File: src/rtl/dmem_pkg.sv
// dmem_pkg: shared constants and types for the data-memory load/store sequencer.
// Contents: XLEN, RV32I load/store funct3 codes, the sequencer state enum and a
// funct3 legality helper used by the request decoder.
package dmem_pkg;

  localparam int XLEN = 32;

  localparam logic [2:0] F3_B  = 3'd0;
  localparam logic [2:0] F3_H  = 3'd1;
  localparam logic [2:0] F3_W  = 3'd2;
  localparam logic [2:0] F3_BU = 3'd4;
  localparam logic [2:0] F3_HU = 3'd5;

  typedef enum logic [2:0] {IDLE, READ, DATA, WRITE, ERR} dmem_state_e;

  // Unsigned sub-word variants only exist for loads.
  function automatic logic f3Legal(input logic isStore, input logic [2:0] f3);
    case (f3)
      F3_B, F3_H, F3_W: f3Legal = 1'b1;
      F3_BU, F3_HU:     f3Legal = !isStore;
      default:          f3Legal = 1'b0;
    endcase
  endfunction

endpackage

File: src/rtl/dmem_lane_align.sv
// dmem_lane_align: combinational byte-lane logic for the data-memory sequencer.
// Ports:
//   ram_q_i      in  32  word read from the RAM
//   wdata_i      in  32  store data, value in the low bits for B/H
//   offset_i     in  2   byte offset inside the word (addr[1:0])
//   funct3_i     in  3   RV32I load/store funct3
//   load_data_o  out 32  selected lane, sign/zero-extended
//   store_data_o out 32  RAM word with only the stored lanes replaced
module dmem_lane_align
  import dmem_pkg::*;
(
  input  logic [XLEN-1:0] ram_q_i,
  input  logic [XLEN-1:0] wdata_i,
  input  logic [1:0]      offset_i,
  input  logic [2:0]      funct3_i,
  output logic [XLEN-1:0] load_data_o,
  output logic [XLEN-1:0] store_data_o
);

  logic [7:0]  laneByte;
  logic [15:0] laneHalf;

  // Halfwords are always aligned here, so offset_i[1] alone picks the half.
  always_comb begin
    laneByte = ram_q_i[{offset_i, 3'b000} +: 8];
    laneHalf = offset_i[1] ? ram_q_i[31:16] : ram_q_i[15:0];
    case (funct3_i)
      F3_B:    load_data_o = {{24{laneByte[7]}}, laneByte};
      F3_BU:   load_data_o = {24'd0, laneByte};
      F3_H:    load_data_o = {{16{laneHalf[15]}}, laneHalf};
      F3_HU:   load_data_o = {16'd0, laneHalf};
      default: load_data_o = ram_q_i;
    endcase
  end

  // Start from the word read back and overwrite only the stored lanes.
  always_comb begin
    store_data_o = ram_q_i;
    case (funct3_i[1:0])
      2'b00: store_data_o[{offset_i, 3'b000} +: 8] = wdata_i[7:0];
      2'b01: begin
        if (offset_i[1]) store_data_o[31:16] = wdata_i[15:0];
        else             store_data_o[15:0]  = wdata_i[15:0];
      end
      default: store_data_o = wdata_i;
    endcase
  end

endmodule

File: src/rtl/dmem_ctrl.sv
// dmem_ctrl: load/store sequencer between the core memory stage and a
// single-port data RAM with registered read. Sub-word stores are done as
// read-modify-write; loads are sign/zero-extended.
// Configuration macro: DMEM_ERR_EN
//   defined   -> misaligned / illegal-funct3 requests complete through ERR with resp_err=1
//   undefined -> addresses are forced aligned, illegal funct3 acts as W, resp_err=0
// Ports:
//   clk, rst_n               clock, asynchronous active-low reset
//   req_valid/req_ready      request handshake (ready only in IDLE)
//   req_we, req_funct3       store flag and RV32I access width
//   req_addr, req_wdata      byte address and store data
//   resp_valid               one-cycle completion pulse
//   resp_rdata, resp_err     extended load data, error flag
//   ram_address, ram_data    RAM word address and write data
//   ram_we                   RAM write enable (high only in WRITE)
//   ram_q                    RAM registered read data
module dmem_ctrl
  import dmem_pkg::*;
#(
  parameter int ADDR_WIDTH = 8
) (
  input  logic                  clk,
  input  logic                  rst_n,
  input  logic                  req_valid,
  output logic                  req_ready,
  input  logic                  req_we,
  input  logic [2:0]            req_funct3,
  input  logic [XLEN-1:0]       req_addr,
  input  logic [XLEN-1:0]       req_wdata,
  output logic                  resp_valid,
  output logic [XLEN-1:0]       resp_rdata,
  output logic                  resp_err,
  output logic [ADDR_WIDTH-1:0] ram_address,
  output logic [XLEN-1:0]       ram_data,
  output logic                  ram_we,
  input  logic [XLEN-1:0]       ram_q
);

  localparam int BA = ADDR_WIDTH + 2;

  dmem_state_e     state_q, state_d;
  logic [BA-1:0]   addr_q;
  logic [2:0]      funct3_q;
  logic            isStore_q;
  logic [XLEN-1:0] wordData_q;
  logic            respValid_q;
  logic [XLEN-1:0] respRdata_q;

  logic [BA-1:0]   reqAddrEff;
  logic [2:0]      reqF3Eff;
  logic [XLEN-1:0] loadData;
  logic [XLEN-1:0] storeData;

  // Address bits above the RAM size are ignored so accesses wrap.
  logic unusedAddrBits;
  assign unusedAddrBits = ^req_addr[XLEN-1:BA];

`ifdef DMEM_ERR_EN
  logic reqErr;
  logic respErr_q;

  always_comb begin
    reqAddrEff = req_addr[BA-1:0];
    reqF3Eff   = req_funct3;
    reqErr     = !f3Legal(req_we, req_funct3)
               || (req_funct3[1:0] == 2'b01 && req_addr[0])
               || (req_funct3[1:0] == 2'b10 && req_addr[1:0] != 2'b00);
  end
`else
  // Without error reporting the request is coerced into something legal.
  always_comb begin
    reqF3Eff   = f3Legal(req_we, req_funct3) ? req_funct3 : F3_W;
    reqAddrEff = req_addr[BA-1:0];
    if (reqF3Eff[1:0] == 2'b01)      reqAddrEff[0]   = 1'b0;
    else if (reqF3Eff[1:0] == 2'b10) reqAddrEff[1:0] = 2'b00;
  end
`endif

  dmem_lane_align u_lane_align (
    .ram_q_i      (ram_q),
    .wdata_i      (wordData_q),
    .offset_i     (addr_q[1:0]),
    .funct3_i     (funct3_q),
    .load_data_o  (loadData),
    .store_data_o (storeData)
  );

  always_ff @(posedge clk or negedge rst_n) begin
    if (!rst_n) state_q <= IDLE;
    else        state_q <= state_d;
  end

  // ram_we comes from the state alone so reset drops it immediately.
  always_comb begin
    state_d   = state_q;
    req_ready = 1'b0;
    ram_we    = 1'b0;
    case (state_q)
      IDLE: begin
        req_ready = 1'b1;
        if (req_valid) begin
`ifdef DMEM_ERR_EN
          if (reqErr)                          state_d = ERR;
          else
`endif
          if (req_we && reqF3Eff == F3_W)      state_d = WRITE;
          else                                 state_d = READ;
        end
      end
      READ:    state_d = DATA;
      DATA:    state_d = isStore_q ? WRITE : IDLE;
      WRITE: begin
        ram_we  = 1'b1;
        state_d = IDLE;
      end
      default: state_d = IDLE;
    endcase
  end

  // Request latch, merged store word and the registered response.
  always_ff @(posedge clk or negedge rst_n) begin
    if (!rst_n) begin
      addr_q      <= '0;
      funct3_q    <= '0;
      isStore_q   <= 1'b0;
      wordData_q  <= '0;
      respValid_q <= 1'b0;
      respRdata_q <= '0;
`ifdef DMEM_ERR_EN
      respErr_q   <= 1'b0;
`endif
    end else begin
      respValid_q <= 1'b0;
      respRdata_q <= '0;
`ifdef DMEM_ERR_EN
      respErr_q   <= 1'b0;
`endif
      case (state_q)
        IDLE: begin
          if (req_valid) begin
            addr_q     <= reqAddrEff;
            funct3_q   <= reqF3Eff;
            isStore_q  <= req_we;
            wordData_q <= req_wdata;
          end
        end
        DATA: begin
          if (isStore_q) begin
            wordData_q <= storeData;
          end else begin
            respValid_q <= 1'b1;
            respRdata_q <= loadData;
          end
        end
        WRITE: respValid_q <= 1'b1;
`ifdef DMEM_ERR_EN
        ERR: begin
          respValid_q <= 1'b1;
          respErr_q   <= 1'b1;
        end
`endif
        default: ;
      endcase
    end
  end

  assign resp_valid  = respValid_q;
  assign resp_rdata  = respRdata_q;
`ifdef DMEM_ERR_EN
  assign resp_err    = respErr_q;
`else
  assign resp_err    = 1'b0;
`endif
  assign ram_address = addr_q[BA-1:2];
  assign ram_data    = wordData_q;

endmodule

File: config.mk
export PLATFORM = sky130hd
export DESIGN_NAME = dmem_ctrl
export DESIGN_NICKNAME = d
export VERILOG_FILES = /design/src/rtl/dmem_pkg.sv /design/src/rtl/dmem_lane_align.sv /design/src/rtl/dmem_ctrl.sv
export SDC_FILE = /design/constraint.sdc
export NUM_CORES = 1
export LEC_CHECK = 0
export ABC_CLOCK_PERIOD_IN_PS = 5700
export CAP_MARGIN = 5
export CORE_MARGIN = 8
export CORE_UTILIZATION = 47
export DETAILED_ROUTE_END_ITERATION = 16
export PLACE_DENSITY_LB_ADDON = 0.12
export SETUP_SLACK_MARGIN = 0.05
export SYNTH_ARGS = -nofsm -noshare
export SYNTH_HDL_FRONTEND = slang
export SYNTH_SLANG_ARGS = --single-unit
File: constraint.sdc
create_clock -name clk -period 5.7 [get_ports clk]
set_input_delay 1.71 -clock clk [delete_from_list [all_inputs] [get_ports clk]]
set_output_delay 1.71 -clock clk [all_outputs]
set_load 0.01 [all_outputs]
==> summary.txt <==
Worst setup path
  • Worst-path maximum fanout: 33
  • Worst setup startpoint: req_valid
  • Critical path capture point type: register
  • Crit start category: input port
  • Worst r2r src: addr_q[1]
  • Req. time, crit path: 5.92 ns
  • Worst EP arrival: 3.61 ns
  • Kind of critical path: input port to register

Power and ir drop
  • Pwr per Cell Area: 518 nW/um^2
  • Max IR drop VDD: 353 uV
  • Lkg Pwr: 2.68 nW
  • Total power after layout: 3.19 mW

Synth
  • Asr flop ratio synth: 100%
  • #FFs+latches synth: 81
  • Unique masters post-synth: 47
  • Post-synth top flop: dfrtp_1
  • Sequential area share after synthesis: 45.4%
  • Yosys warns: 0
  • Synth Cell Area: 4470 sq um
  • Syn_nets: 509
  • EDFF count, synth: 0
  • Post-Syn Instances: 401
  • Avg Cell Area, Syn: 11.1 sq um

Floorplan
  • # IOs: 179
  • Total core area: 9240 sq um
  • Die Height: 113 um
  • Starting Density: 48.3%
  • Die X: 113 um
  • Die area: 12900 sq um
  • Rows: 35

Clock tree
  • Cts hold-fix bufs: 0
  • Max clock buf depth: 2
  • Clk Latency, worst-skew pair: 0.35 ns
  • CTS Buf Count: 9
  • Clock transition at the registers of the reported paths: 0.08 ns
  • Post-CTS Setup Repair Bufs: 0
  • Resized Gates After CTS: 0
  • Root Driver: clkbuf_8
  • Number of H-tree levels: 3
  • CTS tree: yes
  • Clk sinks: 81

Drt
  • 1st-pass router iterations: 5
  • DR WL/cell: 21.2 um
  • Final wirelength: 14.0 mm
  • DRT iter0 DRCs: 297
  • Via count: 3801
  • # DRC: 0
  • Final ANT Viol Nets: 0
  • DR vias/cell: 5.73

Min path
  • HP Start: addr_q[2]
  • Worst hold path class: register to register

Timing
  • Worst rel slew slack: 13.8%
  • Worst Tran Pin Value: 1.28 ns
  • Setup violators final: 0
  • Setup Skew: 0.00913 ns
  • Final Hold Viols: 0
  • Fin crit share: 59.4%
  • RSZ-0062 raised after global routing: false
  • TNS Setup: 0 ns
  • Fin. max-slew vios: 0
  • Final min period: 3.39 ns
  • Fmax: 295 MHz

Cells and area
  • Filler cells: 739
  • Share of cells above drive strength 1: 13.5%
  • Most common cell after layout, fill and taps aside: clkdlybuf4s50_1
  • Final Util: 66.7%
  • Nets: 638
  • Synth-to-Final Area Change: 38.0%
  • Finished Layout Cells: 663
  • Design area: 6170 sq um
  • Antenna diodes: 0
  • Commonest cells after routing, fill and taps aside: clkdlybuf4s50_1 (154), dfrtp_1 (81), nor2_1 (29)

GRT
  • Grt ovf: 0
  • First-pass GRT wire length: 22.2 mm
  • Total Routing Usage GR: 21.9%
  • Vias in the first global route: 4061
  • Largest net degree at the start of global routing: 82
  • Antenna violations before repair: 0

Placement
  • Hpwl dp: 10.4 mm
  • Port-buffer cells: 155
  • Placement Cell Area: 5960 sq um
  • GPL Wtd Cong: 0.871
  • Placed insts: 648

Status
  • Status: complete, no violations

Flow run
  • Max-cap viol count: 0
[worst max-delay path, cell delays in order]
cell and delay, ns:
clkdlybuf4s50_1 0.50, nand2b_1 0.07, a21oi_2 0.11, buf_4 0.34
o31a_1 0.50, mux2_1 0.37
[per-layer routing]
layer | track usage (%) | wire [um]
met1 | 25.7 | 5640
met2 | 38.4 | 7200
met3 | 4.91 | 926
met4 | 7.10 | 262
met5 | 0 | 0
[sequential cells by signal (all words and copies together) (netlist names)]
name	count
addr_q	10
funct3_q	3
isStore_q	1
ram_data	32
resp_rdata	32
resp_valid	1
state_q	2
[synthesized netlist by cell type (2+ instances only)]
cell | number | area [sq um]
a31oi_1 | 22 | 138
dfrtp_1 | 81 | 2030
clkbuf_1 | 6 | 22.5
mux2i_1 | 19 | 190
mux2_4 | 2 | 30.0
a211o_1 | 15 | 131
buf_6 | 5 | 56.3
a22o_1 | 11 | 96.3
buf_4 | 12 | 90.1
mux2_2 | 25 | 282
nor2b_1 | 2 | 12.5
nand2_1 | 27 | 101
a221oi_1 | 15 | 131
buf_1 | 2 | 7.51
a221oi_2 | 8 | 120
mux2_1 | 8 | 90.1
inv_1 | 22 | 82.6
buf_2 | 16 | 80.1
a21oi_2 | 2 | 17.5
nand2b_1 | 4 | 25.0
a21o_1 | 16 | 120
nor2_1 | 29 | 109
a21oi_1 | 4 | 20.0
o221a_2 | 7 | 78.8
a221o_1 | 8 | 80.1
ha_1 | 5 | 62.6
a211oi_1 | 8 | 60.1
[layout make-up]
class                      count  area, sq um  share of cell area [%]
clock buffer                  12          145                    2.35
clock inverter                 3         65.1                    1.06
inverter                      22         82.6                    1.34
multi-input combinational    257         2110                    34.2
sequential                    81         2030                    32.9
tap                          129          161                    2.62
timing repair buffer         159         1580                    25.6
[per-stage QoR]
stage          hold slack, ns  worst slack [ns]
2_1_floorplan           0.481              2.91
3_3_place_gp            0.486              1.99
3_5_place_dp            0.494              1.95
4_1_cts                 0.510              2.33
5_1_grt                 0.540              2.21
6_report                0.509              2.31
[cells by family (layout without fill, tap and decap cells)]
logic type	after synthesis	after routing	synth area share [%]
DFF	81	81	45.4
other	1	1	0.0840
and+or+nand+nor	72	72	7.79
buffers and inverters	63	196	7.59
muxes	54	54	13.2
AOI/OAI and AO/OA	125	125	24.5
adders and majority gates	5	5	1.40
[power breakdown]
group	internal, mW	switching, mW	total [mW]
clock	0.256	0.203	0.460
sequential	0.821	0.218	1.04
combinational	0.883	0.811	1.69
[path summary, 6_finish.rpt]
check                                       to  slack [ns]  cells past startpoint
worst max-delay path              ram_data[15]        2.31                      6
max in group asynchronous            addr_q[7]        3.51                      1
worst min-delay path                 addr_q[2]        0.51                      1
worst min register to register       addr_q[2]        0.51                      1
min in group asynchronous       resp_rdata[10]        1.52                      1
worst max register to register    ram_data[16]        2.47                      7
(Power assumes the default switching activity.)
